==> src/rtl/zbt_point_arbiter_pkg.sv <==
// Shared ZBT constants, arbiter state encoding and point record layout.
// The capture writer packs x/y/depth into one ZBT word with pt_pack().
package zbt_pkg;

    localparam int ZBT_ADDR_W = 19;
    localparam int ZBT_DATA_W = 36;
    localparam int ZBT_LAT    = 2;

    typedef enum logic [1:0] {
        ST_IDLE    = 2'd0,
        ST_CAPTURE = 2'd1,
        ST_FULL    = 2'd2
    } zbt_state_e;

    localparam int PT_X_LSB = 0;
    localparam int PT_X_W   = 12;
    localparam int PT_Y_LSB = 12;
    localparam int PT_Y_W   = 12;
    localparam int PT_D_LSB = 24;
    localparam int PT_D_W   = 12;

    function automatic logic [ZBT_DATA_W-1:0] pt_pack(input logic [PT_X_W-1:0] x,
                                                      input logic [PT_Y_W-1:0] y,
                                                      input logic [PT_D_W-1:0] d);
        logic [ZBT_DATA_W-1:0] r;
        r = '0;
        r[PT_X_LSB +: PT_X_W] = x;
        r[PT_Y_LSB +: PT_Y_W] = y;
        r[PT_D_LSB +: PT_D_W] = d;
        return r;
    endfunction

endpackage

==> src/rtl/zbt_point_arbiter_if.sv <==
// Requester and ZBT-driver signals of the point arbiter in one bundle.
// slave = arbiter side; master = requesters plus the SRAM read-data return.
interface zbt_point_arbiter_if
    import zbt_pkg::*;
#(
    parameter int ADDR_W = ZBT_ADDR_W,
    parameter int DATA_W = ZBT_DATA_W
);
    logic              start;
    logic              wr_valid;
    logic [DATA_W-1:0] wr_data;
    logic              wr_ready;
    logic              rd_req;
    logic [ADDR_W-1:0] rd_addr;
    logic              rd_ready;
    logic              rd_valid;
    logic [DATA_W-1:0] rd_data;
    logic [ADDR_W:0]   wr_count;
    logic              done;
    logic              zbt_we;
    logic [ADDR_W-1:0] zbt_addr;
    logic [DATA_W-1:0] zbt_write_data;
    logic [DATA_W-1:0] zbt_read_data;

    modport master (
        output start, wr_valid, wr_data, rd_req, rd_addr, zbt_read_data,
        input  wr_ready, rd_ready, rd_valid, rd_data, wr_count, done,
               zbt_we, zbt_addr, zbt_write_data
    );

    modport slave (
        input  start, wr_valid, wr_data, rd_req, rd_addr, zbt_read_data,
        output wr_ready, rd_ready, rd_valid, rd_data, wr_count, done,
               zbt_we, zbt_addr, zbt_write_data
    );

endinterface

==> src/rtl/zbt_point_arbiter_pipe_delay.sv <==
// Fixed-latency shift register; used to line operations up with the ZBT pipeline.
module zbt_pipe_delay
    import zbt_pkg::*;
#(
    parameter int W     = 1,
    parameter int DEPTH = ZBT_LAT
) (
    input  logic         clk_i,
    input  logic         rst_ni,
    input  logic [W-1:0] d_i,
    output logic [W-1:0] q_o
);
    logic [DEPTH-1:0][W-1:0] pipe_q;

    always_ff @(posedge clk_i or negedge rst_ni) begin
        if (!rst_ni) begin
            pipe_q <= '0;
        end else begin
            pipe_q[0] <= d_i;
            for (int i = 1; i < DEPTH; i++) begin
                pipe_q[i] <= pipe_q[i-1];
            end
        end
    end

    assign q_o = pipe_q[DEPTH-1];

endmodule

==> src/rtl/zbt_point_arbiter.sv <==
// Shares one ZBT port between the capture writer and the display reader,
// hiding the 2-cycle write-data / read-data pipeline from both.
module zbt_point_arbiter
    import zbt_pkg::*;
#(
    parameter int ADDR_W        = ZBT_ADDR_W,
    parameter int DATA_W        = ZBT_DATA_W,
    parameter int DEPTH         = 2**19,
    parameter int BASE_ADDR     = 0,
    parameter int MAX_RD_STREAK = 3
) (
    input  logic clk_i,
    input  logic reset_n_i,
    zbt_point_arbiter_if.slave bus
);
    localparam int SW = $clog2(MAX_RD_STREAK + 1);
    localparam logic [SW-1:0]     STREAK_MAX = SW'(MAX_RD_STREAK);
    localparam logic [ADDR_W:0]   LAST_IDX   = (ADDR_W+1)'(DEPTH - 1);
    localparam logic [ADDR_W-1:0] BASE       = ADDR_W'(BASE_ADDR);

    zbt_state_e        state_q;
    logic [ADDR_W:0]   wr_count_q;
    logic              done_q;
    logic [SW-1:0]     streak_q, streak_d;

    logic              zbt_we_q;
    logic [ADDR_W-1:0] zbt_addr_q, zbt_addr_d;
    logic              rd_iss_q;
    logic [DATA_W-1:0] zbt_wdata_q;
    logic              rd_valid_q;
    logic [DATA_W-1:0] rd_data_q;

    logic              capturing, wr_waiting, force_wr;
    logic              rd_go, wr_rdy, wr_go;
    logic [DATA_W:0]   wop_dly;
    logic              rd_tag;

    // Reader wins unless the writer has already been starved MAX_RD_STREAK times.
    assign capturing  = (state_q == ST_CAPTURE);
    assign wr_waiting = bus.wr_valid && capturing;
    assign force_wr   = wr_waiting && (streak_q == STREAK_MAX);
    assign rd_go      = bus.rd_req && !force_wr;
    assign wr_rdy     = capturing && !bus.start && !rd_go;
    assign wr_go      = wr_rdy && bus.wr_valid;

    always_comb begin
        streak_d = streak_q;
        if (rd_go && wr_waiting) begin
            if (streak_q != STREAK_MAX) streak_d = streak_q + 1'b1;
        end else if (wr_go || !wr_waiting) begin
            streak_d = '0;
        end
    end

    always_comb begin
        zbt_addr_d = zbt_addr_q;
        if (wr_go)      zbt_addr_d = BASE + wr_count_q[ADDR_W-1:0];
        else if (rd_go) zbt_addr_d = bus.rd_addr;
    end

    // Frame FSM; start always restarts the frame, even mid-capture.
    always_ff @(posedge clk_i or negedge reset_n_i) begin
        if (!reset_n_i) begin
            state_q    <= ST_IDLE;
            wr_count_q <= '0;
            done_q     <= 1'b0;
        end else if (bus.start) begin
            state_q    <= ST_CAPTURE;
            wr_count_q <= '0;
            done_q     <= 1'b0;
        end else if (wr_go) begin
            wr_count_q <= wr_count_q + 1'b1;
            if (wr_count_q == LAST_IDX) begin
                state_q <= ST_FULL;
                done_q  <= 1'b1;
            end
        end
    end

    always_ff @(posedge clk_i or negedge reset_n_i) begin
        if (!reset_n_i) begin
            streak_q   <= '0;
            zbt_we_q   <= 1'b0;
            zbt_addr_q <= '0;
            rd_iss_q   <= 1'b0;
        end else begin
            streak_q   <= streak_d;
            zbt_we_q   <= wr_go;
            zbt_addr_q <= zbt_addr_d;
            rd_iss_q   <= rd_go;
        end
    end

    // Write data enters at accept so it leaves the delay line one cycle
    // before the ZBT wants it on the bus.
    zbt_pipe_delay #(.W(DATA_W + 1), .DEPTH(ZBT_LAT)) u_wr_dly (
        .clk_i  (clk_i),
        .rst_ni (reset_n_i),
        .d_i    ({wr_go, bus.wr_data}),
        .q_o    (wop_dly)
    );

    // Read tag follows the issued address, landing on the data-return cycle.
    zbt_pipe_delay #(.W(1), .DEPTH(ZBT_LAT)) u_rd_dly (
        .clk_i  (clk_i),
        .rst_ni (reset_n_i),
        .d_i    (rd_iss_q),
        .q_o    (rd_tag)
    );

    always_ff @(posedge clk_i or negedge reset_n_i) begin
        if (!reset_n_i) begin
            zbt_wdata_q <= '0;
            rd_valid_q  <= 1'b0;
            rd_data_q   <= '0;
        end else begin
            if (wop_dly[DATA_W]) zbt_wdata_q <= wop_dly[DATA_W-1:0];
            rd_valid_q <= rd_tag;
            if (rd_tag) rd_data_q <= bus.zbt_read_data;
        end
    end

    assign bus.wr_ready       = wr_rdy;
    assign bus.rd_ready       = rd_go;
    assign bus.rd_valid       = rd_valid_q;
    assign bus.rd_data        = rd_data_q;
    assign bus.wr_count       = wr_count_q;
    assign bus.done           = done_q;
    assign bus.zbt_we         = zbt_we_q;
    assign bus.zbt_addr       = zbt_addr_q;
    assign bus.zbt_write_data = zbt_wdata_q;

endmodule

==> src/flat_wrapper.sv <==
// flat-port wrapper written by rule: the top's interface ports become plain ports
module zbt_point_arbiter_flat import zbt_pkg::*;
#(
    parameter int ADDR_W        = ZBT_ADDR_W,
    parameter int DATA_W        = ZBT_DATA_W,
    parameter int DEPTH         = 2**19,
    parameter int BASE_ADDR     = 0,
    parameter int MAX_RD_STREAK = 3
)
  (clk_i, reset_n_i, bus_start, bus_wr_valid, bus_wr_data, bus_rd_req, bus_rd_addr, bus_zbt_read_data, bus_wr_ready, bus_rd_ready, bus_rd_valid, bus_rd_data, bus_wr_count, bus_done, bus_zbt_we, bus_zbt_addr, bus_zbt_write_data);
  zbt_point_arbiter_if #(.ADDR_W(ADDR_W), .DATA_W(DATA_W)) bus_i ();
  input  logic clk_i;
  input  logic reset_n_i;
  input wire logic [$bits(bus_i.start)-1:0] bus_start;
  input wire logic [$bits(bus_i.wr_valid)-1:0] bus_wr_valid;
  input wire logic [$bits(bus_i.wr_data)-1:0] bus_wr_data;
  input wire logic [$bits(bus_i.rd_req)-1:0] bus_rd_req;
  input wire logic [$bits(bus_i.rd_addr)-1:0] bus_rd_addr;
  input wire logic [$bits(bus_i.zbt_read_data)-1:0] bus_zbt_read_data;
  output wire logic [$bits(bus_i.wr_ready)-1:0] bus_wr_ready;
  output wire logic [$bits(bus_i.rd_ready)-1:0] bus_rd_ready;
  output wire logic [$bits(bus_i.rd_valid)-1:0] bus_rd_valid;
  output wire logic [$bits(bus_i.rd_data)-1:0] bus_rd_data;
  output wire logic [$bits(bus_i.wr_count)-1:0] bus_wr_count;
  output wire logic [$bits(bus_i.done)-1:0] bus_done;
  output wire logic [$bits(bus_i.zbt_we)-1:0] bus_zbt_we;
  output wire logic [$bits(bus_i.zbt_addr)-1:0] bus_zbt_addr;
  output wire logic [$bits(bus_i.zbt_write_data)-1:0] bus_zbt_write_data;
  assign bus_i.start = bus_start;
  assign bus_i.wr_valid = bus_wr_valid;
  assign bus_i.wr_data = bus_wr_data;
  assign bus_i.rd_req = bus_rd_req;
  assign bus_i.rd_addr = bus_rd_addr;
  assign bus_i.zbt_read_data = bus_zbt_read_data;
  assign bus_wr_ready = bus_i.wr_ready;
  assign bus_rd_ready = bus_i.rd_ready;
  assign bus_rd_valid = bus_i.rd_valid;
  assign bus_rd_data = bus_i.rd_data;
  assign bus_wr_count = bus_i.wr_count;
  assign bus_done = bus_i.done;
  assign bus_zbt_we = bus_i.zbt_we;
  assign bus_zbt_addr = bus_i.zbt_addr;
  assign bus_zbt_write_data = bus_i.zbt_write_data;
  zbt_point_arbiter #(.ADDR_W(ADDR_W), .DATA_W(DATA_W), .DEPTH(DEPTH), .BASE_ADDR(BASE_ADDR), .MAX_RD_STREAK(MAX_RD_STREAK)) u_core (.clk_i(clk_i), .reset_n_i(reset_n_i), .bus(bus_i));
endmodule
==> config.mk <==
export PLATFORM = sky130hd
export DESIGN_NAME = zbt_point_arbiter_flat
export DESIGN_NICKNAME = d
export VERILOG_FILES = /design/src/rtl/zbt_point_arbiter_pkg.sv /design/src/rtl/zbt_point_arbiter_if.sv /design/src/rtl/zbt_point_arbiter_pipe_delay.sv /design/src/rtl/zbt_point_arbiter.sv /design/src/flat_wrapper.sv
export SDC_FILE = /design/constraint.sdc
export NUM_CORES = 1
export LEC_CHECK = 0
export CAP_MARGIN = 20
export CORE_MARGIN = 5
export CORE_UTILIZATION = 42
export DETAILED_ROUTE_END_ITERATION = 8
export GPL_ROUTABILITY_DRIVEN = 0
export PLACE_DENSITY = 0.76
export SETUP_SLACK_MARGIN = 0.4
export SYNTH_ARGS = -nofsm -noshare
export SYNTH_HDL_FRONTEND = slang
export SYNTH_SLANG_ARGS = --single-unit
==> constraint.sdc <==
create_clock -name clk_i -period 1.67 [get_ports clk_i]
set_input_delay 0.2505 -clock clk_i [delete_from_list [all_inputs] [get_ports clk_i]]
set_output_delay 0.2505 -clock clk_i [all_outputs]
set_load 0.03 [all_outputs]
==> impl_metrics.toml <==
[outcome]
status = "finished, violations left"
violations = "negative setup slack"

[timing]
worstMarginPinSlew_ns = 0.651
rsz0062_at_grt = "true"
fin_skew_ns = 0.00834
period_minus_slack_ns = 1.92
slew_viol_final = 0
worst_slack_ns = -0.252
timing.slew.headroom_pct = 56.5
hold_viol = 0
min_period_over_period_pct = 115
setup_viol_count_final = 44
fmax_mhz = 520

[synth]
ys.flop_type = "dfrtp_1"
ys_ff_latch = 193
ys_warn_count = 0
async_flop_share_pct = 100
synth_cell_types = 38
synth_nets = 530
synth-edff-count = 0
syn_area_um2 = 6740
seq_area_frac_synth_pct = 71.7
synthCells = 432
syn_area_per_cell_um2 = 15.6

[worst_setup_path]
crit_arrival_ns = 2.24
r2r_slack_ns = -0.25
critPathMaxFanout = 6
worstSetupPathType = "flip-flop to flip-flop"
slowest_delay_ns = 0.42
r2r_end = "u_core.bus.zbt_addr[2]$_DFFE_PN0P_"
crit_path_end_kind = "flip-flop"
r2r-start = "u_core.streak_q[1]$_DFFE_PN0P_"
slowest_stage = "dfrtp_1"
worstPathCellList = "ha_4, buf_4, buf_6, buf_6, nor2b_4, nor3_4, buf_6, buf_6, buf_4, o311ai_2"
crit_buf_inv = 6
critPathTopFamily = "buffers and inverters"
critPathLaunchType = "flip-flop"
reg2reg_depth = 10
cpMostUsedCell = "buf_6"
crit_required_ns = 1.99

[cts]
clk_latency_ns = 0.42
cts_num_sinks = 193
cts_buffers = 17
cts.clk_slew.worst_paths_ns = 0.08
root_buffer = "clkbuf_16"
cts_max_path_buffers = 2
cts_htree_levels = 4
cts_tree = "built"

[min_path]
hold_class = "input port to flip-flop"
min_from = "bus_wr_data[8]"
holdPathEnd = "u_core.u_wr_dly.pipe_q[8]$_DFF_PN0_"
min_path_cells = 1

[floorplanning]
die_h_um = 137
row_count = 46
die_x_um = 137
io_pins = 212
die-area_um2 = 18700
start_util_pct = 42.6
coreArea_um2 = 15800

[power]
peakVddDrop_mv = 0.670
power.total_mw = 11.4
switchingPower_mw = 3.30
swShare_pct = 28.9
p_leak_nw = 4.80
intPower_mw = 8.14
cellPowerDensity_nw_per_um2 = 1070
seq_power_share_pct = 46.4
combPwrFrac_pct = 19.2
clkPwrFrac_pct = 34.4

[global_routing]
overflow = 0
grt_pass1_vias = 5269
antenna_found_initial = 1
grt_pass1_wl_mm = 28.0
grtUsageTotal_pct = 19.2
grt_max_degree = 55

[finish]
final_common_cell = "dfrtp_1"
drive_gt1_share_pct = 51.7
num_antenna_cells = 0
final_area_um2 = 10700
fill_cells = 1083
final_cell_mix = "172 x dfrtp_1, 94 x clkdlybuf4s50_1, 93 x buf_6"
areaGrowthSynthToFinish_pct = 59.2
layout.nets = 831

[placed_design]
portBuffers = 211
placed_area_um2 = 9490
hpwl_mm = 12.2

[route]
post_drt_wl_per_cell_um = 20.3
drc = 0
drt_iter0_drc = 249
finalWirelength_mm = 19.5
drt_pass1_iterations = 4
routed_via_density = 5.17
ant_nets = 0
vias = 4976

[job]
drv_cap = 0
==> metal layers <==
layer	track usage (%)	up-vias	part of all wire, %
li1	-	2175	-
met1	23.9	2485	37
met2	32.6	266	52
met3	5.33	48	8.4
met4	6.22	2	2.6
met5	0	-	0.067
==> worst max path at each step <==
| stage | startpoint | to | slack [ns] | depth (start not counted) |
|---|---|---|---|---|
| after floorplan | u_core.bus.wr_count[9]$_DFFE_PN0P_ | u_core.bus.wr_count[15]$_DFFE_PN0P_ | 0.06 | 5 |
| after global placement | bus_start | u_core.bus.wr_count[13]$_DFFE_PN0P_ | -0.32 | 5 |
| after detailed placement | bus_rd_req | u_core.bus.zbt_addr[11]$_DFFE_PN0P_ | -0.40 | 5 |
| after CTS | u_core.streak_q[1]$_DFFE_PN0P_ | bus_wr_ready | -0.23 | 6 |
| after global routing | u_core.streak_q[1]$_DFFE_PN0P_ | u_core.bus.wr_count[14]$_DFFE_PN0P_ | -0.31 | 8 |
| final | u_core.streak_q[1]$_DFFE_PN0P_ | u_core.bus.zbt_addr[2]$_DFFE_PN0P_ | -0.25 | 10 |
==> cell usage after synthesis, types with 5 or more instances <==
library cell    n  area, µm²
dfrtp_1       193       4830
mux2_2         72        811
a21o_1         18        135
a22o_1         18        158
a21oi_1        17       85.1
clkbuf_1       13       48.8
o31ai_1        12       90.1
or4_1          12       90.1
nand2_1         9       33.8
nand3_1         9       45.0
inv_1           5       18.8
nor2_1          5       18.8
==> repair_timing <==
action | 4_1_cts | 5_1_grt
gates cloned | 1 | 2
hold endpoints to repair | 46 | 0
gates resized for setup | 687 | 177
hold buffers | 1 | 0
buffers inserted | 16 | 29
pin swaps | 13 | 15
endpoints found under the setup margin | 160 | 130
==> sequential cells by signal, indices dropped and copies added, names as in the netlist <==
signal,cells
u_core.bus.wr_count,20
u_core.u_wr_dly.q_o,37
u_core.state_q,2
u_core.u_rd_dly.q_o,1
u_core.streak_q,2
u_core.u_wr_dly.pipe_q,36
u_core.bus.zbt_write_data,36
u_core.rd_iss_q,1
u_core.bus.rd_data,36
u_core.bus.zbt_we,1
u_core.bus.rd_valid,1
u_core.u_rd_dly.pipe_q,1
u_core.bus.zbt_addr,19
==> metrics by stage <==
step                hold slack, ns  utilization (%)  TNS, ns  std cells  setup slack [ns]
floorplan                  -0.0451                -        0        432            0.0570
global placement             0.246             59.9    -9.11        881            -0.324
detailed placement           0.253             59.9   -12.07        881            -0.398
CTS                          0.241             63.5    -3.90        931            -0.227
global route                 0.236             67.8    -9.75        962            -0.315
finish                       0.257             67.8    -7.52        962            -0.252
==> cell type report <==
cell class / instances / area [µm²] / area share (%)
Inverter: 5 / 18.8 / 0.175
Timing Repair Buffer: 301 / 2860 / 26.7
Tap cell: 216 / 270 / 2.52
Multi-Input combinational cell: 215 / 2140 / 20.0
Sequential cell: 193 / 4860 / 45.3
Clock buffer: 18 / 439 / 4.10
Clock inverter: 14 / 140 / 1.31
==> logic make-up after synthesis <==
group                    Yosys count  share of synthesized area [%]
AND/OR/NAND/NOR                   63                           6.04
buffers and inverters             25                           1.60
multiplexers                      74                           12.3
AO/OA/AOI/OAI                     72                           7.60
flip-flops                       193                           71.7
adder cells (fa/ha/maj)            2                          0.371
XOR/XNOR                           3                          0.390
==> power by group through the flow <==
stage          Sequential [mW]  Clock [mW]  Combinational [mW]
6_report                  5.31        3.93                2.20
5_1_grt                   5.36        4.23                2.32
4_1_cts                   5.28        4.03                1.98
3_5_place_dp              5.38           0                2.18
3_3_place_gp              5.35           0                2.14
2_1_floorplan             5.97           0               0.414
Power figures use the tool's default switching activity.
